<file path="config.mk">
export PLATFORM = sky130hd
export DESIGN_NAME = lc3_decode_stage
export DESIGN_NICKNAME = d
export VERILOG_FILES = /design/src/rtl/lc3_pkg.sv /design/src/rtl/lc3_ctrl_decoder.sv /design/src/rtl/lc3_decode_stage.sv
export SDC_FILE = /design/constraint.sdc
export NUM_CORES = 1
export LEC_CHECK = 0
export BUFFER_PORTS_ARGS = -buffer_cell sky130_fd_sc_hd__buf_2
export CORE_UTILIZATION = 48
export DETAILED_ROUTE_END_ITERATION = 12
export GPL_TIMING_DRIVEN = 1
export PLACE_DENSITY = 0.83
export RECOVER_POWER = 50
export REMOVE_ABC_BUFFERS = 1
export SETUP_SLACK_MARGIN = 0.05
export SLEW_MARGIN = 20
export SYNTH_ARGS = -nofsm -noshare
export SYNTH_HDL_FRONTEND = slang
export SYNTH_SLANG_ARGS = --single-unit
</file>
<file path="constraint.sdc">
create_clock -name clock -period 1.1 [get_ports clock]
set_clock_uncertainty 0.05 [all_clocks]
set_input_delay 0 -clock clock [delete_from_list [all_inputs] [get_ports clock]]
set_output_delay 0 -clock clock [all_outputs]
set_load 0.005 [all_outputs]
</file>
<file path="src/rtl/lc3_pkg.sv">
// Shared LC-3 opcode and control-field encodings for the decode stage
// and its field decoder.
package lc3_pkg;

    typedef enum logic [3:0] {
        OP_BR   = 4'b0000,
        OP_ADD  = 4'b0001,
        OP_LD   = 4'b0010,
        OP_ST   = 4'b0011,
        OP_JSR  = 4'b0100,
        OP_AND  = 4'b0101,
        OP_LDR  = 4'b0110,
        OP_STR  = 4'b0111,
        OP_RTI  = 4'b1000,
        OP_NOT  = 4'b1001,
        OP_LDI  = 4'b1010,
        OP_STI  = 4'b1011,
        OP_JMP  = 4'b1100,
        OP_RES  = 4'b1101,
        OP_LEA  = 4'b1110,
        OP_TRAP = 4'b1111
    } opcode_t;

    // Writeback source select
    localparam logic [1:0] WB_ALU = 2'b00;
    localparam logic [1:0] WB_MEM = 2'b01;
    localparam logic [1:0] WB_PC  = 2'b10;

    // First address-adder operand select
    localparam logic [1:0] PC1_NONE  = 2'b00;
    localparam logic [1:0] PC1_OFF9  = 2'b01;
    localparam logic [1:0] PC1_OFF6  = 2'b10;
    localparam logic [1:0] PC1_ZERO  = 2'b11;

    // ALU operation
    localparam logic [1:0] ALU_ADD = 2'b00;
    localparam logic [1:0] ALU_AND = 2'b01;
    localparam logic [1:0] ALU_NOT = 2'b10;

endpackage

</file>
<file path="src/rtl/lc3_ctrl_decoder.sv">
// Purely combinational opcode-to-control decoder; the decode stage
// registers its outputs.
module lc3_ctrl_decoder
    import lc3_pkg::*;
(
    input  logic [3:0] i_opcode,
    input  logic       i_bit5,
    output logic [1:0] o_alu_control,
    output logic [1:0] o_pcselect1,
    output logic       o_pcselect2,
    output logic       o_op2select,
    output logic [1:0] o_w_control,
    output logic       o_mem_control
);

    always_comb begin
        o_alu_control = ALU_ADD;
        o_pcselect1   = PC1_NONE;
        o_pcselect2   = 1'b0;
        o_op2select   = 1'b0;
        o_w_control   = WB_ALU;
        o_mem_control = 1'b0;
        case (i_opcode)
            OP_ADD: begin
                o_alu_control = ALU_ADD;
                o_op2select   = ~i_bit5;
            end
            OP_AND: begin
                o_alu_control = ALU_AND;
                o_op2select   = ~i_bit5;
            end
            OP_NOT: begin
                o_alu_control = ALU_NOT;
                o_op2select   = 1'b1;
            end
            OP_BR, OP_ST: begin
                o_pcselect1 = PC1_OFF9;
                o_pcselect2 = 1'b1;
            end
            OP_LD: begin
                o_pcselect1 = PC1_OFF9;
                o_pcselect2 = 1'b1;
                o_w_control = WB_MEM;
            end
            OP_LDI: begin
                o_pcselect1   = PC1_OFF9;
                o_pcselect2   = 1'b1;
                o_w_control   = WB_MEM;
                o_mem_control = 1'b1;
            end
            OP_STI: begin
                o_pcselect1   = PC1_OFF9;
                o_pcselect2   = 1'b1;
                o_mem_control = 1'b1;
            end
            OP_LEA: begin
                o_pcselect1 = PC1_OFF9;
                o_pcselect2 = 1'b1;
                o_w_control = WB_PC;
            end
            OP_LDR: begin
                o_pcselect1 = PC1_OFF6;
                o_w_control = WB_MEM;
            end
            OP_STR: o_pcselect1 = PC1_OFF6;
            OP_JMP: o_pcselect1 = PC1_ZERO;
            // JSR, RTI, reserved and TRAP leave every control at zero
            default: ;
        endcase
    end

endmodule

</file>
<file path="src/rtl/lc3_decode_stage.sv">
// LC-3 decode stage: captures the fetched word and its PC+1 on
// enable_decode and registers the decoded execute/writeback/memory controls.
module lc3_decode_stage
    import lc3_pkg::*;
(
    input  logic        clock,
    input  logic        reset,
    input  logic        enable_decode,
    input  logic [15:0] dout,
    input  logic [15:0] npc_in,
    output logic        out_enable_decode,
    output logic [15:0] IR,
    output logic [15:0] npc_out,
    output logic [5:0]  E_Control,
    output logic [1:0]  W_Control,
    output logic        Mem_Control
);

    logic [1:0] w_alu_control;
    logic [1:0] w_pcselect1;
    logic       w_pcselect2;
    logic       w_op2select;
    logic [1:0] w_w_control;
    logic       w_mem_control;

    logic        r_out_enable;
    logic [15:0] r_ir;
    logic [15:0] r_npc;
    logic [5:0]  r_e_control;
    logic [1:0]  r_w_control;
    logic        r_mem_control;

    lc3_ctrl_decoder u_ctrl_decoder (
        .i_opcode      (dout[15:12]),
        .i_bit5        (dout[5]),
        .o_alu_control (w_alu_control),
        .o_pcselect1   (w_pcselect1),
        .o_pcselect2   (w_pcselect2),
        .o_op2select   (w_op2select),
        .o_w_control   (w_w_control),
        .o_mem_control (w_mem_control)
    );

    always_ff @(posedge clock) begin
        if (reset) begin
            r_out_enable  <= 1'b0;
            r_ir          <= '0;
            r_npc         <= '0;
            r_e_control   <= '0;
            r_w_control   <= '0;
            r_mem_control <= 1'b0;
        end else begin
            r_out_enable <= enable_decode;
            if (enable_decode) begin
                r_ir          <= dout;
                r_npc         <= npc_in;
                r_e_control   <= {w_alu_control, w_pcselect1, w_pcselect2, w_op2select};
                r_w_control   <= w_w_control;
                r_mem_control <= w_mem_control;
            end
        end
    end

    assign out_enable_decode = r_out_enable;
    assign IR                = r_ir;
    assign npc_out           = r_npc;
    assign E_Control         = r_e_control;
    assign W_Control         = r_w_control;
    assign Mem_Control       = r_mem_control;

endmodule

</file>
==> summary.md <==
| Metric | Value |
|---|---|
| Pins over their slew limit | 0 |
| Site Rows | 20 |
| Status | completed |
| Mapped Area | 1560 um^2 |
| Vias post-DR | 1,507 |
| CP Capture Type | flop |
| DRC Markers | 0 |
| Switching share of total power | 0.235 |
| Post-DP Area | 1980 um^2 |
| Synth-to-layout area growth | 54.3% |
| Die width | 59.1 um |
| Leak Pwr | 1.19 nW |
| Core Area | 3080 um^2 |
| Post-Syn Instances | 153 |
| Largest net degree at the start of global routing | 28 |
| Crit path time final | 1.04 ns |
| Worst EP arrival | 1.26 ns |
| Die area | 3490 um^2 |
| Filler cells | 226 |
| Post-synth EDFFs | 0 |
| Antenna Nets Post-Route | 0 |
| Starting DRT DRC Count | 61 |
| Dpl cells | 267 |
| Buffers on Ports | 76 |
| CTS tree | built |
| Logic pwr share | 0.161 |
| FF+latch count, synth | 42 |
| Synth area leader | dfxtp_1 |
| Ports | 77 |
| Max_slew headroom | 0.722 |
| Setup TNS | 0 ns |
| Hold path depth | 3 |
| H-tree depth | 2 |
| Initial Utilization | 0.508 |
| Synth warn | 0 |
| Tcrit/Tclk final | 0.948 |
| Crit-path max FO | 5 |
| Total gr overflow | 0 |
| Clock tree buffer depth | 2 |
| Sum of routed wire length over all layers | 4.46 mm |
| Most used flip-flop cell after synthesis | dfxtp_1 |
| Max Freq | 959 MHz |
| CP required | 1.32 ns |
| Endpoints failing setup | 0 |
| Post-route cell area | 2410 um^2 |
| Async set-reset flop share out of synthesis | 0 |
| All-Layer GR Usage | 0.269 |
| Share of power burned in registers | 0.523 |
| Final Power | 3.15 mW |
| Inserted Diodes | 0 |
| Clk_lat worst skew | 0.33 ns |
| Fin nets | 300 |
| Final Non-Filler Cells | 309 |
| Via/cell ratio | 4.88 |
| Startpoint types | input pin |
| CTS root buf | clkbuf_4 |
| Total CTS buffers | 5 |
| Critical path class | input pin to flop |
| Maximum vdd drop | 0.000966 V |
| Vias in the first global route | 1,477 |
| Max cap viols | 0 |
| Reg2Reg Depth | 2 |
| Syn Area/Cell | 10.2 um^2 |
| Post-synthesis sequential area ratio | 0.538 |
| Clk network pwr share | 0.317 |
| HP Class | input pin to flop |
| Psw | 741 uW |
| Reg clk slew, reported paths | 0.12 ns |
| Least-Margin Pin Slew | 0.417 ns |
| RSZ-0062 raised after global routing | false |
| Post-synth cell types | 22 |
| Synth top cells by count | dfxtp_1, nor2_1, mux2i_1 |
| Dpl hpwl | 2.39 mm |
| Clock sinks | 42 |
| Wire length per cell | 14.4 um |
| Top-area cell type share of the netlist area | 0.538 |
| Top post-synthesis cells by area | dfxtp_1, mux2i_1, nor2_1, buf_6, nand2_1 |
| Initial antenna violation count | 0 |
| Final hold vios | 0 |
| Post-CTS setup buffer count | 0 |
| Count leader, synth | dfxtp_1 |
| DRT Pass-1 Iters | 4 |
| P per Cell Area | 1310 nW/um^2 |
| Internal Power | 2.41 mW |
| RD Place Congestion | 0.814 |
| First-pass GRT wire length | 6.82 mm |
| Die Y | 59.1 um |
| Fraction of layout cells with a size suffix above 1 | 0.291 |
[routing by layer]
metal / GRT usage / vias up / part of all wire
met3: 0.0873 / 11 / 0.075
met1: 0.306 / 691 / 0.41
met4: 0.112 / 0 / 0.017
met5: 0 / - / 0
li1: - / 737 / -
met2: 0.463 / 68 / 0.50
[what timing repair did]
| item | 4_1_cts | 5_1_grt |
|---|---|---|
| hold endpoints to repair | 42 | 0 |
| setup endpoints to repair | 0 | 3 |
| gates resized for setup | 0 | 3 |
| hold buffers | 35 | 0 |
[per-stage QoR]
step | hold WS (ns) | utilization | setup slack [ns]
5_1_grt | 0.0442 | 0.783 | 0.0482
3_3_place_gp | 0.181 | 0.643 | 0.203
6_report | 0.0394 | 0.783 | 0.0572
2_1_floorplan | 0.0167 | - | 0.400
3_5_place_dp | 0.195 | 0.643 | 0.168
4_1_cts | 0.0246 | 0.784 | 0.0783
[final timing paths]
path         slack, ns          start            to
max               0.06       dout[12]  E_Control[1]
min               0.04  enable_decode  E_Control[3]
max reg2reg       0.30   E_Control[2]  E_Control[2]
min reg2reg       0.43   W_Control[0]  W_Control[0]
[registers in the layout, indices dropped and copies added, names as in the netlist]
signal and cells:
npc_out 16, W_Control 2, E_Control 6, IR 16, Mem_Control 1, out_enable_decode 1
[critical path, stage by stage]
cell           delay [ns]
dlygate4sd3_1        0.53
buf_2                0.15
and2b_1              0.24
nand2_1              0.08
a311oi_2             0.26
[cell usage in the layout (no fill, tap or decap), types with 2 or more instances in the layout]
cell type | synthesis | final
buf_2 | 1 | 61
dfxtp_1 | 42 | 42
nor2_1 | 39 | 39
dlygate4sd3_1 | 0 | 35
mux2i_1 | 33 | 33
clkbuf_1 | 4 | 14
nand2_1 | 7 | 7
clkbuf_4 | 0 | 6
a21oi_1 | 3 | 3
buf_4 | 2 | 3
inv_1 | 2 | 2
and2b_1 | 2 | 2
nand3_1 | 2 | 2
buf_12 | 0 | 2
[power by group through the flow]
| stage | sequential (mW) | combinational (mW) | clock (mW) |
|---|---|---|---|
| after floorplan | 1.68 | 0.135 | 0 |
| after global placement | 1.68 | 0.381 | 0 |
| after detailed placement | 1.68 | 0.393 | 0 |
| after CTS | 1.64 | 0.488 | 1.02 |
| after global routing | 1.66 | 0.551 | 1.08 |
| final | 1.65 | 0.507 | 0.999 |
[layout make-up]
| class | instances | area, um^2 | area share |
|---|---|---|---|
| clock buffer | 6 | 51.3 | 0.0213 |
| clock inverter | 1 | 30.0 | 0.0125 |
| inverter | 2 | 7.51 | 0.00311 |
| multi-input combinational | 98 | 648 | 0.269 |
| sequential | 42 | 841 | 0.349 |
| tap | 44 | 55.1 | 0.0228 |
| timing repair buffer | 116 | 778 | 0.323 |
[cell families (layout without fill, tap and decap cells)]
| kind of cell | Yosys count | count (layout) | synth area share |
|---|---|---|---|
| compound gates | 11 | 11 | 0.0496 |
| buf+inv | 13 | 125 | 0.0560 |
| simple gates | 54 | 54 | 0.145 |
| mux | 33 | 33 | 0.211 |
| flops | 42 | 42 | 0.538 |
Note: power is estimated with default switching activity, not from simulation.
